[config.mk]
export PLATFORM = sky130hd
export DESIGN_NAME = lfsr_encrypt_stage_flat
export DESIGN_NICKNAME = d
export VERILOG_FILES = /design/src/rtl/lfsr_encrypt_stage_pkg.sv /design/src/rtl/lfsr_encrypt_stage_if.sv /design/src/rtl/lfsr_encrypt_stage_lfsr6b.sv /design/src/rtl/lfsr_encrypt_stage.sv /design/src/flat_wrapper.sv
export SDC_FILE = /design/constraint.sdc
export NUM_CORES = 1
export LEC_CHECK = 0
export ABC_CLOCK_PERIOD_IN_PS = 3000
export BUFFER_PORTS_ARGS = -buffer_cell sky130_fd_sc_hd__buf_2
export CAP_MARGIN = 20
export CORE_AREA = 2 2 117 62
export DETAILED_ROUTE_END_ITERATION = 8
export DIE_AREA = 0 0 119 64
export GPL_TIMING_DRIVEN = 0
export PLACE_DENSITY = 0.5
export RECOVER_POWER = 50
export SETUP_SLACK_MARGIN = 0.02
export SLEW_MARGIN = 20
export SYNTH_ARGS = -nofsm -noshare
export SYNTH_HDL_FRONTEND = slang
export SYNTH_HIERARCHICAL = 1
export SYNTH_SLANG_ARGS = --single-unit
[constraint.sdc]
create_clock -name clk -period 3 [get_ports clk]
set_clock_uncertainty 0.1 [all_clocks]
set_input_delay 0.45 -clock clk [delete_from_list [all_inputs] [get_ports clk]]
set_output_delay 0.45 -clock clk [all_outputs]
set_load 0.05 [all_outputs]
[src/rtl/lfsr_encrypt_stage_pkg.sv]
// rtl/lfsr_encrypt_stage_pkg.sv - shared constants, state type and helpers for the LFSR frame encrypter
// Contents: frame geometry, preamble character, tap pattern lookup, FSM state
// enum and the preamble-length clamp. Shared with the downstream decrypter.
package lfsr_encrypt_stage_pkg;

    localparam logic [7:0] SRC_BASE      = 8'd0;
    localparam logic [7:0] DST_BASE      = 8'd64;
    localparam int         FRAME_LEN     = 64;
    localparam int         PRE_MIN       = 7;
    localparam int         PRE_MAX       = 12;
    localparam logic [7:0] PREAMBLE_CHAR = 8'h5f;
    localparam int         NUM_TAPS      = 6;

    typedef enum logic [1:0] {
        IDLE = 2'd0,
        PRE  = 2'd1,
        MSG  = 2'd2,
        DONE = 2'd3
    } enc_state_t;

    // The six feedback patterns the decrypter searches over; any other index
    // is rejected before it ever reaches the LFSR.
    function automatic logic [5:0] tap_pattern(input logic [2:0] sel);
        case (sel)
            3'd0:    return 6'h21;
            3'd1:    return 6'h2D;
            3'd2:    return 6'h30;
            3'd3:    return 6'h33;
            3'd4:    return 6'h36;
            3'd5:    return 6'h39;
            default: return 6'h00;
        endcase
    endfunction

    function automatic logic [6:0] clamp_pre_len(input logic [4:0] len);
        logic [6:0] l;
        l = {2'b00, len};
        if (l < 7'(PRE_MIN)) begin
            l = 7'(PRE_MIN);
        end else if (l > 7'(PRE_MAX)) begin
            l = 7'(PRE_MAX);
        end
        return l;
    endfunction

endpackage

[src/rtl/lfsr_encrypt_stage_if.sv]
// rtl/lfsr_encrypt_stage_if.sv - data memory port between the encrypter and dat_mem
// Signals: raddr (read address), data_out (combinational read data),
// wr_en/waddr/data_in (write port). master = encrypter, slave = memory.
interface lfsr_encrypt_stage_if;

    logic [7:0] raddr;
    logic [7:0] data_out;
    logic       wr_en;
    logic [7:0] waddr;
    logic [7:0] data_in;

    modport master (
        output raddr,
        input  data_out,
        output wr_en,
        output waddr,
        output data_in
    );

    modport slave (
        input  raddr,
        output data_out,
        input  wr_en,
        input  waddr,
        input  data_in
    );

endinterface

[src/rtl/lfsr_encrypt_stage_lfsr6b.sv]
// rtl/lfsr_encrypt_stage_lfsr6b.sv - 6-bit Fibonacci LFSR with load and step enable
// Ports: clk, init_n (sync active-low reset), init_i (load seed_i),
// en_i (advance one step using taps_i), seed_i, taps_i, state_o (current state).
module lfsr6b (
    input  logic       clk,
    input  logic       init_n,
    input  logic       init_i,
    input  logic       en_i,
    input  logic [5:0] seed_i,
    input  logic [5:0] taps_i,
    output logic [5:0] state_o
);

    logic [5:0] state_q;
    logic [5:0] state_d;

    always_comb begin
        state_d = state_q;
        if (init_i) begin
            state_d = seed_i;
        end else if (en_i) begin
            state_d = {state_q[4:0], ^(state_q & taps_i)};
        end
    end

    always_ff @(posedge clk) begin
        if (!init_n) begin
            state_q <= 6'd0;
        end else begin
            state_q <= state_d;
        end
    end

    assign state_o = state_q;

endmodule

[src/rtl/lfsr_encrypt_stage.sv]
// rtl/lfsr_encrypt_stage.sv - builds the 64-byte LFSR-encrypted frame (preamble + message) in dat_mem
// Ports: clk, init_n (sync active-low reset), start_i (request pulse),
// tap_sel_i (tap pattern index 0..5), seed_i (nonzero LFSR seed),
// pre_len_i (requested preamble length), mem (dat_mem master port),
// done_o (frame complete, sticky), err_o (last start rejected, sticky).
// Build option: ENC_PARITY_EN replaces data_in[7] with even parity over data_in[6:0].
module lfsr_encrypt_stage
    import lfsr_encrypt_stage_pkg::*;
(
    input  logic                        clk,
    input  logic                        init_n,
    input  logic                        start_i,
    input  logic [2:0]                  tap_sel_i,
    input  logic [5:0]                  seed_i,
    input  logic [4:0]                  pre_len_i,
    lfsr_encrypt_stage_if.master        mem,
    output logic                        done_o,
    output logic                        err_o
);

    localparam logic [6:0] LAST_CNT = 7'(FRAME_LEN - 1);

    enc_state_t state_q;
    logic [6:0] cnt_q;
    logic [6:0] plen_q;
    logic [5:0] taps_q;
    logic       done_q;
    logic       err_q;
    logic [5:0] lfsr;

    logic       idle_or_done;
    logic       start_legal;
    logic       start_accept;
    logic       write_cycle;
    logic [6:0] msg_idx;
    logic [7:0] byte_d;

    assign idle_or_done = (state_q == IDLE) || (state_q == DONE);
    assign start_legal  = (tap_sel_i < 3'(NUM_TAPS)) && (seed_i != 6'd0);
    assign start_accept = idle_or_done && start_i && start_legal;
    assign write_cycle  = (state_q == PRE) || (state_q == MSG);
    assign msg_idx      = cnt_q - plen_q;

    // The seed loads on the accept edge, so the first write cycle already
    // sees the seed and each later write sees one more step.
    lfsr6b u_lfsr (
        .clk     (clk),
        .init_n  (init_n),
        .init_i  (start_accept),
        .en_i    (write_cycle),
        .seed_i  (seed_i),
        .taps_i  (taps_q),
        .state_o (lfsr)
    );

    always_ff @(posedge clk) begin
        if (!init_n) begin
            state_q <= IDLE;
            cnt_q   <= 7'd0;
            plen_q  <= 7'(PRE_MIN);
            taps_q  <= 6'd0;
            done_q  <= 1'b0;
            err_q   <= 1'b0;
        end else begin
            case (state_q)
                IDLE, DONE: begin
                    if (start_i) begin
                        done_q <= 1'b0;
                        if (start_legal) begin
                            taps_q  <= tap_pattern(tap_sel_i);
                            plen_q  <= clamp_pre_len(pre_len_i);
                            cnt_q   <= 7'd0;
                            err_q   <= 1'b0;
                            state_q <= PRE;
                        end else begin
                            err_q   <= 1'b1;
                            state_q <= IDLE;
                        end
                    end else if (state_q == DONE) begin
                        // done follows one cycle after entering DONE.
                        done_q <= 1'b1;
                    end
                end
                PRE: begin
                    cnt_q <= cnt_q + 7'd1;
                    if (cnt_q == plen_q - 7'd1) begin
                        state_q <= MSG;
                    end
                end
                MSG: begin
                    cnt_q <= cnt_q + 7'd1;
                    if (cnt_q == LAST_CNT) begin
                        state_q <= DONE;
                    end
                end
                default: state_q <= IDLE;
            endcase
        end
    end

    always_comb begin
        mem.wr_en   = 1'b0;
        mem.raddr   = SRC_BASE;
        mem.waddr   = DST_BASE;
        mem.data_in = 8'd0;
        byte_d      = 8'd0;
        if (write_cycle) begin
            mem.wr_en = 1'b1;
            mem.waddr = DST_BASE + {1'b0, cnt_q};
            if (state_q == PRE) begin
                byte_d = {PREAMBLE_CHAR[7:6], PREAMBLE_CHAR[5:0] ^ lfsr};
            end else begin
                mem.raddr = SRC_BASE + {1'b0, msg_idx};
                byte_d    = {mem.data_out[7:6], mem.data_out[5:0] ^ lfsr};
            end
`ifdef ENC_PARITY_EN
            mem.data_in = {^byte_d[6:0], byte_d[6:0]};
`else
            mem.data_in = byte_d;
`endif
        end
    end

    assign done_o = done_q;
    assign err_o  = err_q;

endmodule

[src/flat_wrapper.sv]
// flat-port wrapper written by rule: the top's interface ports become plain ports
module lfsr_encrypt_stage_flat import lfsr_encrypt_stage_pkg::*;
  (clk, init_n, start_i, tap_sel_i, seed_i, pre_len_i, done_o, err_o, mem_raddr, mem_data_out, mem_wr_en, mem_waddr, mem_data_in);
  lfsr_encrypt_stage_if mem_i ();
  input  logic clk;
  input  logic init_n;
  input  logic start_i;
  input  logic [2:0] tap_sel_i;
  input  logic [5:0] seed_i;
  input  logic [4:0] pre_len_i;
  output logic done_o;
  output logic err_o;
  output wire logic [$bits(mem_i.raddr)-1:0] mem_raddr;
  input wire logic [$bits(mem_i.data_out)-1:0] mem_data_out;
  output wire logic [$bits(mem_i.wr_en)-1:0] mem_wr_en;
  output wire logic [$bits(mem_i.waddr)-1:0] mem_waddr;
  output wire logic [$bits(mem_i.data_in)-1:0] mem_data_in;
  assign mem_raddr = mem_i.raddr;
  assign mem_i.data_out = mem_data_out;
  assign mem_wr_en = mem_i.wr_en;
  assign mem_waddr = mem_i.waddr;
  assign mem_data_in = mem_i.data_in;
  lfsr_encrypt_stage u_core (.clk(clk), .init_n(init_n), .start_i(start_i), .tap_sel_i(tap_sel_i), .seed_i(seed_i), .pre_len_i(pre_len_i), .mem(mem_i), .done_o(done_o), .err_o(err_o));
endmodule
==> results.cfg, run 1 <==
[run_status]
status = completed

[power]
p_per_area_nw_per_um2 = 969.2
leakagePower_nw = 1.081
ir_drop_mv = 0.3711

[clock_tree]
cts_root_buf = clkbuf_16
post-cts-setup-buffers = 0
clkTransAtPathRegs_ns = 0.07
clock_latency_ns = 0.26
tritoncts = built
ctsHtreeMaxLevel = 1
clockBufferDepth = 2
cts_sinks = 28
cts-buffers-inserted = 3

[detailed_routing]
detail-route-antenna-nets = 0
avgRoutedWirePerCell_um = 12.78
vias = 1880
routed_via_density = 4.677
drtPass1Iterations = 4
first_iter_violations = 86
drc = 0
wl_um = 5139

[global_route]
grt_pass1_wl_um = 8321
grt_antenna_before_repair = 0
grt_pass1_vias = 1735
grtUsageTotal_pct = 13.52
gr-total-overflow = 0
grt_max_degree = 15

[placement]
port_buffers = 50
place_area_sq_um = 2313
dp.final_hpwl_um = 4027
place_congestion = 0.7788

[floorplan]
core-area_sq_um = 6543
fp.dieW_um = 119
start_util_pct = 29.78
die_area_sq_um = 7616
die_h_um = 64
rows = 21
io_pins = 52

[yosys]
yosys_warnings = 6
syn_area_sq_um = 1948
synth_cells = 257
syn_avg_cell_area_sq_um = 7.580
synthFlopType = dfxtp_1
synth_area_leaders = dfxtp_1, nor2_1, ha_1, a21oi_1, xnor2_1
seq_area_frac_synth_pct = 28.77
ys_seq_elements = 28
synth-edff-count = 0
synth.distinct_cells = 45
yosysTopAreaCell = dfxtp_1
ys_async_sr_fraction_pct = 0
synth_top_area_share_pct = 28.77
syn-num-nets = 293

[timing]
finalSetupViolations = 0
rsz0062_at_grt = no
hold_viol_final = 0
finalCritPeriodShare_pct = 93.28
tightest_slew_ns = 0.5958
slew_viol_final = 0
fin_crit_ns = 2.798
max_freq_mhz = 357.3
final.setup.tns_ns = 0
max-slew-margin-rel_pct = 60.45

[worst_setup_path]
arrival_ns = 2.25
start_kind = flop
crit_type = flop to output pin
path_max_fanout = 7
end_kind = output pin
cp.required_ns = 2.45

[cells_and_area]
nNetsFinal = 348
antenna_cells = 0
area_growth_pct = 22.99
fin_area_sq_um = 2396
drive_above_1_share_pct = 20.97

[run]
max-cap-violations = 0

[hold_path]
hold_path_class = input port to flop
final timing paths:
path,start,cells after the start,slack (ns),to
setup / recovery,u_core/cnt_q[1],8,0.20,mem_raddr[5]
setup reg to reg,u_core/state_q[0],10,0.38,u_core/u_lfsr/state_o[3]
hold reg to reg,u_core/taps_q[5],2,0.38,u_core/taps_q[5]
hold / removal,seed_i[4],3,0.33,u_core/u_lfsr/state_o[4]
Yosys cell counts (all sizes together), types with 2 or more instances:
cell	number
nor2	49
dfxtp	28
a21oi	21
inv	16
nand2	15
nor3	14
xnor2	11
ha	10
o21ai	10
nor2b	9
clkbuf	7
xor2	7
nand3	6
and3	5
buf	5
mux2i	5
a211oi	4
a31oi	4
o21a	4
a21o	2
a22oi	2
and2	2
nor4	2
o22ai	2
or3	2
xnor3	2
report_power, final:
part           total, W  internal [W]  switching, W
clock network  0.000300      0.000177      0.000123
logic           0.00151      0.000425       0.00108
registers      0.000516      0.000443     0.0000733
total           0.00232       0.00104       0.00128
layer usage:
metal	vias up	GRT usage (%)	share of wire [%]
met2	40	22.70	46
li1	987	-	-
met1	851	17.90	49
met4	0	2.679	0.70
met3	2	3.125	4.4
met5	-	0	0
area by class of cell:
class	instances	area, sq um
multi-input combinational	200	1281
buffer	12	55.05
inverter	17	63.81
sequential	28	560.5
clock buffer	3	75.07
tap	92	115.1
timing repair buffer	50	245.2
fill	702	4146
cell usage in the layout (no fill, tap or decap), types with 2 or more instances in the layout:
cell / instances
xnor2_1: 9
mux2i_1: 5
o22ai_1: 2
a22oi_1: 2
nor2b_1: 9
and2_1: 2
nor4_1: 2
o21a_1: 4
or3_1: 2
clkbuf_1: 11
clkbuf_16: 3
a211oi_1: 4
inv_1: 15
buf_2: 46
nor2_1: 49
a31oi_1: 4
clkbuf_2: 2
dfxtp_1: 28
nand3_1: 6
nor3_1: 11
a21oi_1: 20
a21o_1: 2
and3_1: 4
buf_4: 2
ha_1: 10
xor2_1: 7
nor3_2: 3
xnor3_1: 2
nand2_1: 14
xnor2_2: 2
o21ai_0: 10
stage by stage:
stage	util [%]	std cells	hold WS (ns)	power [W]	worst slack, ns
after CTS	36.57	402	0.3303	0.002337	0.03799
after global routing	36.62	402	0.3449	0.002476	0.02753
after floorplan	-	257	0.3407	0.001671	0.03257
after global placement	35.36	399	0.3583	0.002010	0.1644
after detailed placement	35.36	399	0.3658	0.002021	0.1675
final	36.62	402	0.3325	0.002322	0.2015
flip-flops by register name (all words and copies together) (netlist names):
name	flops
u_core/err_o	1
u_core/state_q	2
u_core/plen_q	5
u_core/done_o	1
u_core/cnt_q	7
u_core/u_lfsr/state_o	6
u_core/taps_q	6
critical path, cell delays in order, from the launching register on:
cell     delay [ns]
dfxtp_1        0.50
ha_1           0.28
nor2b_1        0.12
o21ai_0        0.21
a21oi_1        0.13
o21a_1         0.19
o21a_1         0.17
o21a_1         0.17
buf_2          0.20
cells by family after synthesis:
kind of cell	count (synthesis)	synth area share, %
DFF	28	28.77
AOI/OAI and AO/OA	55	17.66
buffers and inverters	29	5.909
muxes	6	3.147
and+or+nand+nor	107	25.69
other	1	0.1925
xor gates and xnor gates	20	11.18
adders and majority gates	11	7.450
timing repair:
action	in CTS	in global routing
resized for setup	2	7
setup endpoints to repair	11	7
hold buffers	0	0
Power figures use the tool's default switching activity.
==> run 2, diff against run 1 <==
- ABC_CLOCK_PERIOD_IN_PS: 3000 -> 3440
- clock period: 3 -> 3.44 ns (I/O delays scaled with it)
==> run 2 against run 1 <==
Against the previous run:
- final area is 0.68% lower
- wire length decreased by 0.18%
- register-to-register slack better by 0.18 ns
- critical path depth unchanged
- hold slack better by 0.051 ns
- clock power shrank 13%
- die area unchanged
- combinational power fell by 14%
- power fell by 14%
- non-clock buffer count did not move
- sequential share of layout area up 0.16 points
- largest cell class unchanged
==> results.cfg, run 2 (synthesis results as in run 1) <==
[detailed_routing]
avgRoutedWirePerCell_um = 12.76
wl_um = 5130
vias = 1909
drtPass1Iterations = 4
first_iter_violations = 82
routed_via_density = 4.749
drc = 0
detail-route-antenna-nets = 0

[hold_path]
hp-start = u_core/taps_q[5]
min_to = u_core/taps_q[5]
hold-path-cell-count = 2
hold_path_class = flop to flop

[floorplan]
rows = 21
io_pins = 52
die_h_um = 64
fp.dieW_um = 119
die_area_sq_um = 7616
start_util_pct = 29.78
core-area_sq_um = 6543

[clock_tree]
clkTransAtPathRegs_ns = 0.07
cts_root_buf = clkbuf_16
tritoncts = built
cts_resized = 0
ctsHtreeMaxLevel = 1
post-cts-setup-buffers = 0
clock_latency_ns = 0.26
cts_sinks = 28
cts-buffers-inserted = 3
clockBufferDepth = 2
cts_hold_buf = 0

[worst_setup_path]
slowest_delay_ns = 0.47
cp_slowest_cell = clkbuf_1
path_max_fanout = 10
cp.required_ns = 2.82
r2r_end = u_core/u_lfsr/state_o[3]
ff2ff_path_depth = 10
path_buf_inv = 6
crit_chain = inv_1 -> ha_1 -> clkbuf_1 -> clkbuf_1 -> clkbuf_1 -> nor2_1 -> inv_1 -> buf_2
arrival_ns = 2.56
crit_top_cell = clkbuf_1
r2r_slack_ns = 0.56
cp_num_cells = 8
end_kind = output pin
start_kind = flop
crit_type = flop to output pin
crit_family = buffers and inverters
worstReg2RegStart = u_core/state_q[0]

[run_status]
status = completed

[placement]
dp.final_hpwl_um = 4027
place_congestion = 0.7788
port_buffers = 50
dp_cells = 399

[timing]
slew_viol_final = 0
tightest_slew_ns = 0.6701
finalCritPeriodShare_pct = 92.26
max_freq_mhz = 315.1
fin_crit_ns = 3.174
finalSetupViolations = 0
max-slew-margin-rel_pct = 55.33
hold_viol_final = 0
hold_ws_ns = 0.3838
final.setup.tns_ns = 0
rsz0062_at_grt = no

[cells_and_area]
nNetsFinal = 348
fin_util_pct = 36.37
regMostFlops = u_core/cnt_q
antenna_cells = 0
layout_commonest_cell = nor2_1
area_growth_pct = 22.16
fin_cells = 402
mostFrequentLayoutCells = nor2_1, buf_2, dfxtp_1, a21oi_1, inv_1
largest_reg_flops = 7
drive_above_1_share_pct = 18.71

[global_route]
grtUsageTotal_pct = 13.52
grt_max_degree = 15
grt_antenna_before_repair = 0
gr-total-overflow = 0
grt_pass1_wl_um = 8321
grt_pass1_vias = 1735

[power]
switching_share_pct = 55.31
intPower_w = 0.0008976
ir_drop_mv = 0.3235
p_per_area_nw_per_um2 = 844.0
pwr-share-comb_pct = 64.5
power_w = 0.002009
p_seq_share_pct = 22.4
power_frac_clock_pct = 13.1
switching_power_w = 0.001111
leakagePower_nw = 1.068

[run]
max-cap-violations = 0
run 2: metal layers:
metal  GRT usage (%)  share of wire, %
met5               0                 0
met4           2.679              0.70
met3           3.125               4.9
met2           22.70                46
met1           17.90                49
run 2: how the worst max path moves through the flow:
stage | start | end | slack, ns
floorplan | u_core/cnt_q[0] | mem_raddr[4] | 0.41
global placement | u_core/state_q[0] | mem_waddr[6] | 0.54
detailed placement | u_core/state_q[0] | mem_waddr[6] | 0.54
CTS | u_core/state_q[0] | mem_waddr[6] | 0.26
global route | u_core/state_q[0] | mem_waddr[6] | 0.11
finish | u_core/state_q[0] | mem_waddr[6] | 0.27
run 2: layout make-up:
cell class / instances / area (sq um)
Timing Repair Buffer: 50 / 242.7
Buffer: 12 / 50.05
Fill cell: 708 / 4163
Inverter: 17 / 63.81
Sequential cell: 28 / 560.5
Tap cell: 92 / 115.1
Clock buffer: 3 / 75.07
Multi-Input combinational cell: 200 / 1272
run 2: tightest hold or removal path, cell delays in order (launching register included):
cell and delay, ns:
dfxtp_1 0.33, nor2_1 0.05, nor2_1 0.07
run 2: power groups by stage:
stage | sequential, W | clock [W] | combinational, W
5_1_grt | 0.000459 | 0.000281 | 0.00140
3_3_place_gp | 0.000456 | 0 | 0.00130
6_report | 0.000450 | 0.000262 | 0.00130
3_5_place_dp | 0.000457 | 0 | 0.00131
4_1_cts | 0.000450 | 0.000271 | 0.00131
2_1_floorplan | 0.000453 | 0 | 0.00100
run 2: stage by stage:
step / cell area [sq um] / setup WS, ns
finish: 2380 / 0.2662
global route: 2380 / 0.1112
CTS: 2389 / 0.2553
detailed placement: 2313 / 0.5415
global placement: 2313 / 0.5384
floorplan: 1948 / 0.4066
==> run 3, diff against run 2 <==
- CORE_AREA: 2 2 117 62 -> 2 2 118 63
- DIE_AREA: 0 0 119 64 -> 0 0 120 65
- PLACE_DENSITY: 0.5 -> 0.49
- SYNTH_HIERARCHICAL: 1 -> not set
==> run 3 against run 2 <==
Against the previous run:
- final cell count increased by 1.2%
- combinational power down 22%
- flip-flop and latch count unchanged
- sequential power hardly changed
- critical endpoint is now mem_raddr[6]
- non-clock buffer count is the same
- die area is 2.4% higher
- first-iteration DRC count rose by 120%
- critical path depth increased by 2
- maximum frequency grew 0.76%
- via count is 0.42% higher
- final area up 2.1%
==> results.cfg, run 3 <==
[run_status]
status = completed

[hold_path]
hold_path_class = flop to flop
hold-path-cell-count = 2
min_to = u_core.taps_q[4]
hp-start = u_core.taps_q[4]

[clock_tree]
clock_latency_ns = 0.26
cts_resized = 0
ctsHtreeMaxLevel = 1
cts-buffers-inserted = 3
clkTransAtPathRegs_ns = 0.07
cts_hold_buf = 0
clockBufferDepth = 2
cts_root_buf = clkbuf_16
cts_sinks = 28
post-cts-setup-buffers = 0
tritoncts = built

[detailed_routing]
met2_length_um = 1925
top_layer = met4
first_iter_violations = 184
routedLengthMet1_um = 3198
routed_via_density = 4.710
wl_um = 5675
vias = 1917
drtPass1Iterations = 5
drc = 0
avgRoutedWirePerCell_um = 13.94
wl_met3_um = 535
detail-route-antenna-nets = 0

[global_route]
grtUsageTotal_pct = 15.00
grt_pass1_vias = 1595
grt_antenna_before_repair = 0
gr-total-overflow = 0
grt_pass1_wl_um = 8956
grt_max_degree = 17

[run]
max-cap-violations = 0

[yosys]
synthFlopType = dfxtp_1
synth-edff-count = 0
ys_async_sr_fraction_pct = 0
syn_area_sq_um = 1972
synth.distinct_cells = 49
syn-num-nets = 296
synth_area_leaders = dfxtp_1, nor2_1, ha_1, xnor2_1, a21oi_1
synth_cells = 257
synth_commonest_cells = nor2_1, dfxtp_1, a21oi_1, nand2_1, inv_1
synth_top_area_share_pct = 28.43
seq_area_frac_synth_pct = 28.43
yosysTopAreaCell = dfxtp_1
yosys_warnings = 0
synth_most_common_cell = nor2_1
ys_seq_elements = 28
syn_avg_cell_area_sq_um = 7.673

[worst_setup_path]
r2r_slack_ns = 1.10
start_kind = flop
path_buf_inv = 2
crit_type = flop to output pin
ff2ff_path_depth = 8
crit_family = adder cells
slowest_delay_ns = 0.45
arrival_ns = 2.53
worstReg2RegStart = u_core.state_q[0]
end_kind = output pin
crit_chain = ha_1 -> inv_1 -> fa_1 -> a21o_1 -> a21oi_1 -> nor2b_1 -> nor3_1 -> xnor2_1 -> nor2_1 -> buf_2
cp_slowest_cell = dfxtp_1
cp.required_ns = 2.82
path_max_fanout = 5
r2r_end = u_core.taps_q[0]

[floorplan]
fp.dieW_um = 120
start_util_pct = 28.54
die_h_um = 65
die_area_sq_um = 7800
io_pins = 52
core-area_sq_um = 6909
rows = 22

[placement]
preCtsSetupSlack_ns = 0.6092
place_area_sq_um = 2342
dp_cells = 403
port_buffers = 50
dp.final_hpwl_um = 4567
place_congestion = 0.7717

[cells_and_area]
drive_above_1_share_pct = 20.90
fin_area_sq_um = 2429
antenna_cells = 0
fillCellCount = 775
mostFrequentLayoutCells = buf_2, nor2_1, dfxtp_1, nand2_1, a21oi_1
largest_reg_flops = 7
layout_commonest_cell = buf_2
fin_cells = 407
nNetsFinal = 351
regMostFlops = u_core.cnt_q
area_growth_pct = 23.16

[timing]
slew_viol_final = 0
hold_viol_final = 0
final.setup.tns_ns = 0
max-slew-margin-rel_pct = 60.49
finalCritPeriodShare_pct = 91.57
rsz0062_at_grt = no
max_freq_mhz = 317.5
tightest_slew_ns = 0.5952
fin_crit_ns = 3.150
fin_ws_ns = 0.2900
finalSetupViolations = 0

[power]
p_per_area_nw_per_um2 = 743.2
leakagePower_nw = 1.104
ir_drop_mv = 0.2862
## run 3: worst max-delay path by stage
| stage | from | endpoint | depth (start not counted) |
|---|---|---|---|
| after global placement | u_core.plen_q[0] | mem_raddr[6] | 10 |
| final | u_core.plen_q[0] | mem_raddr[6] | 10 |
| after global routing | u_core.plen_q[0] | mem_raddr[6] | 10 |
| after detailed placement | u_core.plen_q[0] | mem_raddr[6] | 10 |
| after floorplan | u_core.plen_q[1] | mem_raddr[5] | 7 |
| after CTS | u_core.plen_q[0] | mem_raddr[6] | 10 |
## run 3: power breakdown
part	total [W]	switching (W)	internal, W
Clock	0.000346	0.000114	0.000232
Sequential	0.000450	0.0000711	0.000379
Combinational	0.00101	0.000726	0.000282
Total	0.00180	0.000912	0.000893
## run 3: worst register-to-register path: cells and delay by family (launching register included)
family | cells | cell delay, ns
AOI/OAI and AO/OA | 1 | 0.06
adders and majority gates | 1 | 0.32
buffers and inverters | 3 | 0.76
DFF | 1 | 0.36
and+or+nand+nor | 3 | 0.68
## run 3: logic make-up (layout without fill, tap and decap cells)
| kind of cell | count (synthesis) | after routing | share of synthesized area [%] |
|---|---|---|---|
| simple gates | 109 | 109 | 26.14 |
| compound gates | 55 | 55 | 19.73 |
| other cells | 1 | 1 | 0.1902 |
| xor+xnor | 21 | 21 | 9.328 |
| buf+inv | 29 | 83 | 6.915 |
| flops | 28 | 28 | 28.43 |
| fa+ha+maj | 14 | 14 | 9.264 |
## run 3: cell type report
type	instances	area, sq um	share of cell area, %
clock buffers	3	75.07	3.091
repair buffers	50	247.7	10.20
flip-flops and latches	28	560.5	23.08
inverters	17	63.81	2.628
clock inverters	1	30.03	1.236
plain buffers	12	61.31	2.524
multi-input cells	200	1270	52.29
well taps	96	120.1	4.946
## run 3: per-stage QoR
| stage | util, % | hold WS [ns] | total power (W) |
|---|---|---|---|
| 6_report | 35.15 | 0.3646 | 0.001805 |
| 2_1_floorplan | - | 0.3321 | 0.001236 |
| 5_1_grt | 35.15 | 0.3906 | 0.001927 |
| 3_5_place_dp | 33.90 | 0.3550 | 0.001492 |
| 3_3_place_gp | 33.90 | 0.3528 | 0.001490 |
| 4_1_cts | 35.42 | 0.3648 | 0.001842 |
## run 3: layer usage
metal,vias up,GRT usage [%]
met2,65,17.40
met4,0,2.206
met1,857,25.93
met5,-,0
met3,2,3.433
li1,993,-
